<file path="config.mk">
export PLATFORM = sky130hd
export DESIGN_NAME = vm_controller
export DESIGN_NICKNAME = d
export VERILOG_FILES = /design/src/rtl/vm_controller.sv
export SDC_FILE = /design/constraint.sdc
export NUM_CORES = 1
export LEC_CHECK = 0
export CELL_PAD_IN_SITES_DETAIL_PLACEMENT = 0
export CELL_PAD_IN_SITES_GLOBAL_PLACEMENT = 1
export CORE_ASPECT_RATIO = 2
export CORE_UTILIZATION = 46
export CTS_BUF_LIST = sky130_fd_sc_hd__clkbuf_4 sky130_fd_sc_hd__clkbuf_8 sky130_fd_sc_hd__clkbuf_16
export CTS_CLUSTER_DIAMETER = 200
export DETAILED_ROUTE_END_ITERATION = 8
export PLACE_DENSITY_LB_ADDON = 0.05
export SLEW_MARGIN = 10
export SYNTH_ARGS = -nofsm -noshare
export SYNTH_HDL_FRONTEND = slang
export SYNTH_SLANG_ARGS = --single-unit
export TNS_END_PERCENT = 10
</file>
<file path="constraint.sdc">
create_clock -name clk -period 3.5 [get_ports clk]
set_input_delay 0.875 -clock clk [delete_from_list [all_inputs] [get_ports clk]]
set_output_delay 0.875 -clock clk [all_outputs]
set_load 0.03 [all_outputs]
</file>
<file path="src/rtl/vm_controller.sv">
// rtl/vm_controller.sv - vending-machine transaction controller: credit, stock, vend and greedy change return
package vm2002_pkg;
    typedef enum logic [1:0] {
        NICKEL      = 2'd0,
        DIME        = 2'd1,
        QUARTER     = 2'd2,
        ILLEGALCOIN = 2'd3
    } coin_t;

    typedef enum logic [1:0] {
        AVAILABE    = 2'd0,
        UNAVAILABLE = 2'd1,
        ERROR       = 2'd2
    } status_t;
endpackage

module vm_controller
    import vm2002_pkg::*;
#(
    parameter int                            NUM_ITEMS  = 8,
    parameter int                            CREDIT_W   = 8,
    parameter int                            STOCK_W    = 4,
    parameter int                            INIT_STOCK = 10,
    parameter logic [NUM_ITEMS*CREDIT_W-1:0] PRICES     =
        {8'd35, 8'd30, 8'd25, 8'd20, 8'd40, 8'd20, 8'd20, 8'd10}
) (
    input  logic                         clk,
    input  logic                         reset,
    input  logic                         coin_valid,
    input  coin_t                        coin,
    output logic                         coin_reject,
    input  logic                         select_valid,
    input  logic [$clog2(NUM_ITEMS)-1:0] select,
    input  logic                         cancel,
    input  logic                         restock_valid,
    input  logic [$clog2(NUM_ITEMS)-1:0] restock_item,
    input  logic [STOCK_W-1:0]           restock_qty,
    output logic [CREDIT_W-1:0]          credit,
    output logic                         dispense_valid,
    output logic [$clog2(NUM_ITEMS)-1:0] dispense_item,
    output logic                         change_valid,
    output coin_t                        change_coin,
    output status_t                      status,
    output logic                         busy,
    output logic [NUM_ITEMS-1:0]         stock_empty
);

    localparam int                  SEL_W     = $clog2(NUM_ITEMS);
    localparam logic [STOCK_W-1:0]  STOCK_MAX = '1;

    typedef enum logic [1:0] {
        S_IDLE   = 2'd0,
        S_CREDIT = 2'd1,
        S_VEND   = 2'd2,
        S_CHANGE = 2'd3
    } state_t;

    state_t state, state_next;

    logic [CREDIT_W-1:0] price_tab [NUM_ITEMS];
    logic [STOCK_W-1:0]  stock     [NUM_ITEMS];
    logic [STOCK_W-1:0]  stock_next[NUM_ITEMS];
    logic [STOCK_W:0]    stock_sum;
    logic [SEL_W-1:0]    vend_item;
    logic [CREDIT_W-1:0] credit_next;
    status_t             status_next;
    logic                reject_next;

    genvar gi;
    generate
        for (gi = 0; gi < NUM_ITEMS; gi++) begin : g_price
            assign price_tab[gi] = PRICES[gi*CREDIT_W +: CREDIT_W];
        end
    endgenerate

    function automatic logic [CREDIT_W-1:0] coin_value(input coin_t c);
        case (c)
            NICKEL:  coin_value = CREDIT_W'(1);
            DIME:    coin_value = CREDIT_W'(2);
            QUARTER: coin_value = CREDIT_W'(5);
            default: coin_value = '0;
        endcase
    endfunction

    function automatic coin_t greedy_coin(input logic [CREDIT_W-1:0] amt);
        if (amt >= CREDIT_W'(5))
            greedy_coin = QUARTER;
        else if (amt >= CREDIT_W'(2))
            greedy_coin = DIME;
        else
            greedy_coin = NICKEL;
    endfunction

    logic                idle_like;
    logic                coin_arb;
    logic                coin_accept;
    logic [CREDIT_W:0]   coin_sum;
    logic                sel_empty;
    logic                sel_poor;
    logic                sel_ok;
    logic [CREDIT_W-1:0] vend_rem;
    logic [CREDIT_W-1:0] change_rem;

    // Arbitration among front-end strobes: cancel beats select beats coin.
    assign idle_like   = (state == S_IDLE) || (state == S_CREDIT);
    assign coin_arb    = idle_like && !cancel && !select_valid && coin_valid;
    assign coin_sum    = {1'b0, credit} + {1'b0, coin_value(coin)};
    assign coin_accept = coin_arb && (coin != ILLEGALCOIN) && !coin_sum[CREDIT_W];
    assign sel_empty   = (stock[select] == '0);
    assign sel_poor    = (credit < price_tab[select]);
    assign sel_ok      = idle_like && !cancel && select_valid && !sel_empty && !sel_poor;
    assign vend_rem    = credit - price_tab[vend_item];
    assign change_rem  = credit - coin_value(greedy_coin(credit));

    always_ff @(posedge clk or posedge reset) begin
        if (reset)
            state <= S_IDLE;
        else
            state <= state_next;
    end

    always_comb begin
        state_next = state;
        case (state)
            S_IDLE, S_CREDIT: begin
                if (cancel) begin
                    if (credit != '0)
                        state_next = S_CHANGE;
                end else if (sel_ok) begin
                    state_next = S_VEND;
                end else if (coin_accept) begin
                    state_next = S_CREDIT;
                end
            end
            S_VEND:   state_next = (vend_rem != '0) ? S_CHANGE : S_IDLE;
            S_CHANGE: state_next = (change_rem == '0) ? S_IDLE : S_CHANGE;
            default:  state_next = S_IDLE;
        endcase
    end

    always_comb begin
        dispense_valid = (state == S_VEND);
        change_valid   = (state == S_CHANGE);
        busy           = (state == S_VEND) || (state == S_CHANGE);
        dispense_item  = vend_item;
    end

    always_comb begin
        credit_next = credit;
        status_next = status;
        reject_next = coin_valid && !coin_accept;
        case (state)
            S_IDLE, S_CREDIT: begin
                if (cancel) begin
                    status_next = (credit != '0) ? AVAILABE : ERROR;
                end else if (select_valid) begin
                    if (sel_empty)
                        status_next = UNAVAILABLE;
                    else if (sel_poor)
                        status_next = ERROR;
                    else
                        status_next = AVAILABE;
                end else if (coin_valid) begin
                    if (coin == ILLEGALCOIN)
                        status_next = ERROR;
                    else if (coin_accept)
                        credit_next = coin_sum[CREDIT_W-1:0];
                end
            end
            S_VEND:   credit_next = vend_rem;
            S_CHANGE: credit_next = change_rem;
            default:  credit_next = credit;
        endcase
    end

    // Restock and the vend decrement of the same item combine before saturation.
    always_comb begin
        stock_sum = '0;
        for (int i = 0; i < NUM_ITEMS; i++) begin
            stock_sum = {1'b0, stock[i]};
            if (restock_valid && (restock_item == SEL_W'(i)))
                stock_sum = stock_sum + {1'b0, restock_qty};
            if ((state == S_VEND) && (vend_item == SEL_W'(i)))
                stock_sum = stock_sum - (STOCK_W+1)'(1);
            stock_next[i] = (stock_sum > {1'b0, STOCK_MAX}) ? STOCK_MAX : stock_sum[STOCK_W-1:0];
        end
    end

    always_ff @(posedge clk or posedge reset) begin
        if (reset) begin
            credit      <= '0;
            status      <= AVAILABE;
            coin_reject <= 1'b0;
            vend_item   <= '0;
            change_coin <= NICKEL;
            for (int i = 0; i < NUM_ITEMS; i++) begin
                stock[i]       <= STOCK_W'(INIT_STOCK);
                stock_empty[i] <= (INIT_STOCK == 0);
            end
        end else begin
            credit      <= credit_next;
            status      <= status_next;
            coin_reject <= reject_next;
            change_coin <= greedy_coin(credit_next);
            if (sel_ok)
                vend_item <= select;
            for (int i = 0; i < NUM_ITEMS; i++) begin
                stock[i]       <= stock_next[i];
                stock_empty[i] <= (stock_next[i] == '0);
            end
        end
    end

endmodule

</file>
**Word-level counts from Yosys, hierarchy flattened**

Memories as Yosys holds them, arrays and structs flattened.
Cells that the tools add are included.

- Reduce and logical (&&, ||, !) cells: 55
- Mux-type cells: 57
- Div/mod/pow operators: 0
- Magnitude comparators: 15
- Bitwise gates (word level): 2
- Eq/ne operators: 25
- Add/subtract/negate cells: 19
- $mul: 0
- Shift operators: 0

Operators with widths:

| kind | number |
|---|---|
| $mux 5 | 16 |
| $mux 8 | 9 |
| $add 4x4->5 | 8 |
| $gt 5x4->1 const B | 8 |
| $mux 4 | 10 |
| $sub 5x1->5 const B | 8 |
| $logic_not 4->1 | 9 |
| $mux 2 | 15 |
| $logic_and 1x1->1 | 25 |
| $eq 3x3->1 const B | 8 |
| $pmux 8 s3 | 1 |
| $pmux 3 s3 | 2 |
| $ge 8x2->1 const B | 2 |
| $ge 8x3->1 const B | 2 |
| $reduce_bool 8->1 | 2 |
| $sub 8x8->8 | 2 |
| $bmux 4 s3 | 1 |
| $eq 3x2->1 const B | 4 |
| $eq 2x2->1 const B | 5 |
| $add 8x8->9 | 1 |
| $ge 4x4->1 const B | 2 |
| $logic_not 8->1 | 1 |
| $lt 8x8->1 | 1 |
| $not 3->4 | 2 |
| other kinds (15) | 29 |

- Latch bits: 0
- Input bits: 18
- Memories kept: 2
- Register bits: 58
- ROM bits: 128
- Word-level logic and storage cells: 190
- Memory bits (writable): 0
- Output and inout bits: 27

Memories:

| name | depth | width | rd ports | clocked after Yosys merged registers in | write ports | RTL line | source |
|---|---|---|---|---|---|---|---|
| (no name shown) | 8 | 8 | 1 | 0 | 0 | 112 | `assign vend_rem = credit - price_tab[vend_item];` |
| (no name shown) | 8 | 8 | 1 | 0 | 0 | 110 | `assign sel_poor = (credit < price_tab[select]);` |

**Depth between registers and ports, before layout**

- Word-level depth: 16
- Mapped depth: 15
- Mapped depth without buffers: 14

**Least setup slack after synthesis**

Ideal clock, no wire load.

- Path type: reg2reg
- Start: reg credit[5]
- End: reg state[0]
- Period minus slack after synthesis: 3.233 ns
- Library setup time: 0.146 ns
- Cell stages (with the launch flop): 15
- Setup slack: 0.267 ns
- Data required time: 3.354 ns
- Buffers on the path: 1
- Arrival time: 3.087 ns
- Cells stage by stage: dfrtp_1 clkbuf_2 nor3_1 nor3b_1 and2_1 o21ai_0 ha_1 inv_1 fa_1 nor2_1 nand3_1 o21ai_0 o211ai_1 a2111oi_2 a22oi_1

- Word-level cells in the longest chain between the ends: 9
- Elaborated cells between the ends (all ways): 27
- Classes of those cells: 3 x add/sub; 3 x order compare; 4 x eq/ne; 8 x mux; 9 x reduce/logical

RTL lines:

| item | RTL line | source |
|---|---|---|
| start, declared | 38 | `output logic [CREDIT_W-1:0] credit,` |
| start signal, assigned | 201 | `credit <= credit_next;` |
| $ge 8x2->1 | 88 | `else if (amt >= CREDIT_W'(2))` |
| $mux 1 | 88 |  |
| $mux 2 | 86 | `if (amt >= CREDIT_W'(5))` |
| $eq 2x2->1, or another cell as far along | 77 | `case (c)` |
| $pmux 3 s3 | 77 |  |
| $sub 8x8->8 | 113 | `assign change_rem = credit - coin_value(greedy_coin(credit));` |
| $logic_not 8->1 | 136 | `S_CHANGE: state_next = (change_rem == '0) ? S_IDLE : S_CHANGE;` |
| $mux 2 | 136 |  |
| $pmux 2 s3 | 124 | `case (state)` |
| end signal, assigned | 119 | `state <= state_next;` |
| end, declared | 58 | `state_t state, state_next;` |

Parallel ways exist; a longest one is shown, timed or not.
A chain may end at the register's enable or synchronous reset.

**Final worst setup path**

- Start: reg credit[4]
- End: reg change_coin[0]

- Word-level cells in the longest chain between the ends: 12
- Elaborated cells between the ends (all ways): 23
- Classes of those cells: 3 x add/sub; 4 x order compare; 2 x eq/ne; 11 x mux; 3 x reduce/logical

RTL lines:

| item | RTL line | source |
|---|---|---|
| parallel branches: the longest is 8 deep, another holds $ge 8x2->1 | - |  |
| $pmux 8 s3 * | 152 | `case (state)` |
| named net credit_next[1] | 65 | `logic [CREDIT_W-1:0] credit_next;` |
| $ge 8x2->1 | 88 |  |
| $mux 1 | 88 |  |
| $mux 2 * | 86 |  |
| end signal, assigned | 204 | `change_coin <= greedy_coin(credit_next);` |
| end, declared | 42 | `output coin_t change_coin,` |

Mark *: on every way through the listed nets, which the timed path passes.

==> run metrics <==
antenna violations before repair 0; net count reported at finish 855; Synth Area in Simple Gates 20.6%; Distinct cells, synth 74; final global-route overflow total 0; CTS Root Cell clkbuf_16; Worst-Skew Late Latency 0.32 ns; pin count of the biggest net entering global routing 33; EDFF count, synth 0; leakage 3.17 nW; share of layout cells above drive strength 1 15.0%; pwr dens 960 nW/um^2; vias in the first global route 5595; Worst Path Max Fanout 3; critical path, cell by cell nor3_2 > nor3b_1 > and2_1 > o21ai_0 > ha_1 > inv_1 > fa_1 > mux2i_1 > nor2_1 > a221o_1 > o21ai_0 > nand4b_1 > nor2_1; # DRC 0; Synth Area in Compound Gates 18.1%; outcome finished, final reports clean; Die X 82.2 um; depth of the worst register-to-register path 13; TritonCTS clock tree done; Post-Synth XOR/XNOR Area 8.00%; Synth area leader dfrtp_1; die area 13300 sq um; reg2reg end change_coin[0]; Syn Inst Count 672; worst min-delay path category flip-flop to flip-flop; Final Critical Period 3.37 ns; Syn Nets 766; top post-synthesis cells by area dfrtp_1 18%, ha_1 14%, dfstp_2 7.1%; Syn Area/Cell 8.80 sq um; Initial Util 47.1%; hold path startpoint status[1]; YS warnings 0; H-tree levels 3; clock tree buffer depth 2; Routed WL per cell 18.8 um; Slew @ Worst Pin 0.689 ns; Yosys reg bits 58; FF-to-FF setup slack 0.13 ns; fmax 0.297 GHz; DP HPWL 14100 um; Max Clock Skew 0.00517 ns; Max-slew headroom 54.0%; first-pass iteration count of the detailed router 4; CP Launch Type flip-flop; CTS buffer count 9; WHS Endpoint status[1]; fin. max-slew vios 0; core area 12600 sq um; adder-cell area share of the yosys netlist 17.5%; Post-DP Area 6880 sq um; Clock Pin Slew Worst Setup and Hold Paths 0.06 ns; port bufs 44; Util after Layout 57.3%; peak supply drop 0.761 mV; Hold Crit Depth 1; Routed WL 17200 um; CP endpoint kind flip-flop; initial drt markers 211; CP peak stage delay 0.43 ns; Critical Path AT 3.63 ns; commonest register cell after synthesis dfrtp_1; most frequent cells in the layout 65 x ha_1, 58 x buf_4, 52 x nand2_1; area growth from synthesis to layout 21.7%; final antenna diode count 0; die height 162 um; DR vias/cell 5.81; Final WS setup 0.128 ns; post-synth top area share 17.8%; row count 58; fin crit share 96.3%; RD Place Congestion 0.892; post-place setup slack -0.172 ns; critical path startpoint credit[4]; cts hold-fix bufs 0; mapped cell area 5910 sq um; total number of vias 5325; Async SR Flop Fraction 100%; commonest non-fill, non-tap cell in the layout ha_1; post-synthesis mux area share 5.35%; Final Hold Vio Count 0; # clock sinks 58; Critical Path Slowest Stage Cell fa_1; Final Cell Area 7200 sq um; RR Startpoint credit[4]; RSZ-0062 raised after global routing no; antenna viol nets, final 0; GRT Total Usage 27.6%; largest family of logic cells by synthesized area simple AND/OR/NAND/NOR gates; global-route wire length before repair 27100 um; num ports 45; final setup violation count 0; WP data required 3.76 ns; Crit Path Class flip-flop to flip-flop; # Max-Cap Violations 0; post-synthesis sequential area ratio 24.9%
## worst max-delay path by stage
stage | to | slack (ns)
after floorplan | state[0] | 0.27
after CTS | change_coin[0] | 0.12
after global placement | change_coin[0] | -0.18
after detailed placement | change_coin[0] | -0.17
after global routing | state[0] | 0.03
final | change_coin[0] | 0.13
## sequential cells by signal (all words and copies together), names as in the netlist
register       flops
stock             32
credit             8
dispense_item      3
status             2
state              2
coin_reject        1
stock_empty        8
change_coin        2
## synthesized netlist by cell type (13+ instances only)
master,instances
nand2_1,52
xnor2_1,27
inv_1,50
nor2b_1,13
a21oi_1,35
dfstp_2,16
mux2i_1,28
o21ai_0,29
nor3_1,16
ha_1,65
xor2_1,27
nand2b_1,14
dfrtp_1,42
nor2_1,32
nand3_1,18
a21o_1,14
## stage by stage
step | TNS [ns] | cells | hold slack (ns) | total power [W]
floorplan | 0 | 672 | 0.613 | 0.00441
global placement | -0.350 | 900 | 0.504 | 0.00583
detailed placement | -0.536 | 900 | 0.514 | 0.00597
CTS | 0 | 916 | 0.528 | 0.00692
global route | 0 | 916 | 0.554 | 0.00743
finish | 0 | 916 | 0.522 | 0.00691
## routing by layer
metal / up-vias / GRT usage [%] / part of all wire (%)
li1: 2594 / - / -
met1: 2595 / 24.9 / 34
met2: 91 / 55.4 / 59
met3: 45 / 2.42 / 1.7
met4: 0 / 15.5 / 5.5
met5: - / 0 / 0
## layout make-up
| cell class | instances | area, sq um |
|---|---|---|
| fillers | 1189 | 5360 |
| multi-input cells | 537 | 4130 |
| flip-flops and latches | 58 | 1470 |
| repair buffers | 104 | 916 |
| clock buffers | 9 | 225 |
| inverters | 51 | 191 |
| well taps | 150 | 188 |
| clock inverters | 7 | 77.6 |
## what timing repair did
item,in CTS,in global routing
endpoints found under the setup margin,0,3
gates resized for setup,0,3
setup buffers,0,0
## power breakdown
part           internal [W]  total (W)  switching (W)
Clock              0.000556   0.000904       0.000349
Sequential          0.00104    0.00135       0.000315
Combinational       0.00206    0.00465        0.00259
## worst max-delay path: cells and delay by family (launching register included)
kind | cells | cell delay [ns]
AND/OR/NAND/NOR | 6 | 1.16
AO/OA/AOI/OAI | 3 | 0.73
adder cells (fa/ha/maj) | 2 | 0.71
flip-flops | 1 | 0.38
multiplexers | 1 | 0.26
buffers and inverters | 1 | 0.07
## kinds of logic (layout without fill, tap and decap cells)
group                      Yosys count  count (layout)
DFF                                 58              58
xor gates and xnor gates            54              54
AOI/OAI and AO/OA                  158             158
adders and majority gates           76              76
buffers and inverters               77             171
muxes                               31              31
and+or+nand+nor                    218             218
(Power assumes the default switching activity.)
